--- src/rtl/softmax_exp_align.sv ---
// softmax_exp_align: orders two sign/exponent/mantissa operands by magnitude and
// right-shifts the smaller mantissa one bit per cycle onto the larger exponent.
module softmax_exp_align #(
   parameter int MAN_W = 8,
   parameter int EXP_W = 8
) (
   input  logic             clk,
   input  logic             rst,
   input  logic             in_valid,
   output logic             in_ready,
   input  logic             a_sign,
   input  logic             b_sign,
   input  logic [EXP_W-1:0] a_exp,
   input  logic [EXP_W-1:0] b_exp,
   input  logic [MAN_W-1:0] a_man,
   input  logic [MAN_W-1:0] b_man,
   output logic             out_valid,
   input  logic             out_ready,
   output logic [MAN_W-1:0] man_a,
   output logic [MAN_W-1:0] man_b,
   output logic [EXP_W-1:0] exp_out,
   output logic             condition,
   output logic             sign_out,
   output logic             zero_out
);
   typedef enum logic [1:0] {IDLE, CMP, SHIFT, HOLD} state_t;
   state_t state, state_n;
   logic             la_sign, lb_sign, a_big, big_sign, cond_n, flush, zero_n, enter_hold;
   logic [EXP_W-1:0] la_exp, lb_exp, big_exp, small_exp, d, cnt;
   logic [MAN_W-1:0] la_man, lb_man, big_man, small_man, sr, mb_n;
   // Latched operands stay stable for the whole operation, so the ordering
   // can be recomputed combinationally in every state.
   always_comb begin
      a_big      = (la_exp > lb_exp) || (la_exp == lb_exp && la_man >= lb_man);
      big_exp    = a_big ? la_exp : lb_exp;
      small_exp  = a_big ? lb_exp : la_exp;
      big_man    = a_big ? la_man : lb_man;
      small_man  = a_big ? lb_man : la_man;
      big_sign   = a_big ? la_sign : lb_sign;
      cond_n     = la_sign == lb_sign;
      d          = big_exp - small_exp;
      flush      = d >= EXP_W'(MAN_W);
      mb_n       = (state == CMP) ? (flush ? '0 : small_man) : sr >> 1;
      zero_n     = (!cond_n && big_man == mb_n) || (big_man == '0 && mb_n == '0);
      enter_hold = state_n == HOLD && state != HOLD;
   end
   always_comb begin
      state_n = state;
      unique case (state)
         IDLE:    state_n = in_valid ? CMP : IDLE;
         CMP:     state_n = (d == '0 || flush) ? HOLD : SHIFT;
         SHIFT:   state_n = (cnt == EXP_W'(1)) ? HOLD : SHIFT;
         HOLD:    state_n = out_ready ? IDLE : HOLD;
         default: state_n = IDLE;
      endcase
   end
   always_ff @(posedge clk) begin
      state <= rst ? IDLE : state_n;
   end
   always_ff @(posedge clk) begin
      if (rst) begin
         in_ready  <= 1'b0;
         out_valid <= 1'b0;
         man_a     <= '0;
         man_b     <= '0;
         exp_out   <= '0;
         condition <= 1'b0;
         sign_out  <= 1'b0;
         zero_out  <= 1'b0;
      end else begin
         in_ready  <= state_n == IDLE;
         out_valid <= state_n == HOLD;
         if (state == IDLE && in_valid) begin
            la_sign <= a_sign;
            lb_sign <= b_sign;
            la_exp  <= a_exp;
            lb_exp  <= b_exp;
            la_man  <= a_man;
            lb_man  <= b_man;
         end
         if (state == CMP) begin
            man_a     <= big_man;
            exp_out   <= big_exp;
            condition <= cond_n;
            sr        <= small_man;
            cnt       <= d;
         end
         if (state == SHIFT) begin
            sr  <= sr >> 1;
            cnt <= cnt - EXP_W'(1);
         end
         if (enter_hold) begin
            man_b    <= mb_n;
            zero_out <= zero_n;
            sign_out <= zero_n ? 1'b0 : big_sign;
         end
      end
   end
endmodule
--- config.mk ---
export PLATFORM = sky130hd
export DESIGN_NAME = softmax_exp_align
export DESIGN_NICKNAME = d
export VERILOG_FILES = /design/src/rtl/softmax_exp_align.sv
export SDC_FILE = /design/constraint.sdc
export NUM_CORES = 1
export LEC_CHECK = 0
export ABC_AREA = 1
export CORE_MARGIN = 2
export CORE_UTILIZATION = 60
export DETAILED_ROUTE_END_ITERATION = 7
export DONT_BUFFER_PORTS = 1
export GPL_TIMING_DRIVEN = 0
export PLACE_DENSITY = 0.85
export SYNTH_ARGS = -nofsm -noshare
export SYNTH_HDL_FRONTEND = slang
export SYNTH_SLANG_ARGS = --single-unit
--- constraint.sdc ---
create_clock -name clk -period 4.51 [get_ports clk]
set_input_delay 0.451 -clock clk [delete_from_list [all_inputs] [get_ports clk]]
set_output_delay 0.451 -clock clk [all_outputs]
set_load 0.01 [all_outputs]
==> results.md <==
- Status: finished clean
- Share of cells above drive strength 1: 0.0793
- Area growth from synthesis to layout: 7.80%
- Final min period: 3650 ps
- Post-synthesis cell area: 4540 um^2
- Critical Path Fanout Max: 8
- CTS tree: done
- Gate power share: 0.209
- Max-slew violation count: 0
- Diode count: 0
- Reg2Reg Depth: 29
- Final routed DRC violation total: 0
- Average size of a mapped cell: 7.90 um^2
- Layout Cells excl Fill: 692
- First-pass GRT wire length: 16500 um
- Row count: 31
- Worst Tran Pin Value: 1250 ps
- Clock transition at path regs: 90 ps
- Critical path's most frequent cell: nand2_1
- Avg WL per Cell: 14.1 um
- Boundary Pins: 67
- Layout Skew: 12.5 ps
- Syn Inst Count: 575
- Slowest stage delay, CP: 450 ps
- Maximum root-to-sink buffer count: 2
- Crit-path slowest cell: edfxtp_1
- Internal power: 1.23 mW
- Rel. slew slack: 0.164
- Dpl cells: 676
- Ys Warns: 0
- Post-CTS Setup Bufs: 0
- Sw power: 0.574 mW
- Crit Path Class: register to register
- Vias in the first global route: 3642
- WHS: 143 ps
- Fin crit share: 0.809
- All-Layer GR Usage: 0.248
- Switching share of power: 0.318
- Worst skew pair latency: 370 ps
- Net Count, Synth: 636
- Maximum clock rate: 274 MHz
- Hold depth: 1
- Total Wirelength: 9780 um
- ANT nets after route: 0
- Vias: 3827
- Post-CTS sizing: 0
- Initial core utilization: 0.623
- Final setup viols: 0
- Post-cts hold buffer count: 0
- Hold Path Class: input pin to register
- Worst Path Arrival: 3910 ps
- Initial antenna violation count: 0
- RSZ-0062 raised after global routing: no
- RePlAce Congestion: 0.904
- DIE WIDTH: 91.0 um
- Sequential share of the synthesized area: 0.461
- Top cell type by total area after synthesis: edfxtp_1
- P per Cell Area: 369 nW/um^2
- Die Y: 91.0 um
- Die area: 8280 um^2
- CORE AREA: 7290 um^2
- Pre-antenna DRT Iters: 5
- Pleak: 2.26 nW
- Netlist cell types: 35
- Most frequent cells in the layout: nand2_1, inv_1, nor2_1
- Dpl cell area: 4690 um^2
- Nets: 649
- Cts bufs inserted: 9
- Top-area cell type share of the netlist area: 0.324
- Final hold vios: 0
- Num Clock Sinks: 80
- # H-tree levels: 3
- Dominant cells by area after synthesis: edfxtp_1, dfxtp_1, nand2_1, inv_1, ha_1
- Startpoint Class: register
- IO Port Bufs: 0
- Flop pwr share: 0.494
- Post-route cell area: 4900 um^2
- DPL Wire Length: 7540 um
- DRT iter0 DRCs: 345
- Crit. End Element: register
- #FFs+latches synth: 80
- Clock power frac: 0.296
- TNS Setup: 0 ps
- CP Data Required Time: 4770 ps
- Vias per inst: 5.53
- Most common cell after layout, fill and taps aside: nand2_1
- Total gr overflow: 0
- CTS Root Buffer Type: clkbuf_8
- Peak VDD IR: 0.000262 V
- Largest net degree at the start of global routing: 16
- Number of max-cap violations: 0
## cells in the mapped netlist, drive strengths merged
library cell  instances
inv                  89
nand2               172
xnor2                 4
clkbuf               11
edfxtp               49
nor3                  2
nor3b                 1
dfxtp                31
nor4                  3
nand3b                2
a22oi                 1
and2                  1
a21oi                17
or2                   2
o21ai                39
a211oi                1
o211ai               15
buf                   3
ha                   23
a31oi                 1
xor2                  1
nor2                 56
nand3                36
nand4                14
o21bai                1
## critical path: cells and delay by family (launching register included)
kind / cells / cell delay, ps
simple gates: 25 / 2390
buf+inv: 2 / 110
flops: 1 / 450
fa+ha+maj: 2 / 570
## power by group through the flow
stage | Sequential (mW) | Clock (mW) | Combinational, mW
global route | 0.900 | 0.562 | 0.429
floorplan | 0.900 | 0 | 0.288
global placement | 0.909 | 0 | 0.354
detailed placement | 0.910 | 0 | 0.371
CTS | 0.894 | 0.534 | 0.374
finish | 0.893 | 0.535 | 0.378
## state kept, by name (all words and copies together), names as in the netlist, 2 cells and up
name and flops:
state 2, la_man 8, man_a 8, man_b 8, lb_man 8, lb_exp 8
cnt 8, sr 7, la_exp 8, exp_out 8
## worst paths after layout
check                           slack, ps  endpoint       from
worst max-delay path                  860  sign_out  la_exp[5]
worst min-delay path                  140  man_b[7]        rst
worst min register to register        520  zero_out   zero_out
worst max register to register        860  sign_out  la_exp[5]
## through the flow
stage	total power, mW	utilization	worst slack [ps]
after detailed placement	1.28	0.644	935
after global placement	1.26	0.640	224
after global routing	1.89	0.671	373
final	1.81	0.671	860
after CTS	1.80	0.671	884
after floorplan	1.19	-	1120
## cell families (layout without fill, tap and decap cells)
logic type | Yosys count | count (layout) | share of synthesized area
buf+inv | 103 | 121 | 0.0879
simple gates | 289 | 289 | 0.284
compound gates | 75 | 75 | 0.0945
flops | 80 | 80 | 0.461
xor+xnor | 5 | 5 | 0.00964
fa+ha+maj | 23 | 23 | 0.0634
## final cells by class
class	instances	area, um^2
Multi-Input combinational cell	392	2060
Clock buffer	13	180
Clock inverter	3	22.5
Fill cell	636	2400
Timing Repair Buffer	2	22.5
Tap cell	99	124
Sequential cell	80	2090
Buffer	14	62.6
Inverter	89	337
## layer usage
metal	global-route usage	vias up	routed length, um
met3	0.0581	26	801
met4	0.0934	0	220
li1	-	1901	-
met2	0.394	171	4480
met1	0.332	1729	4280
met5	0	-	0
No activity file was read; power rests on OpenSTA's default activity.
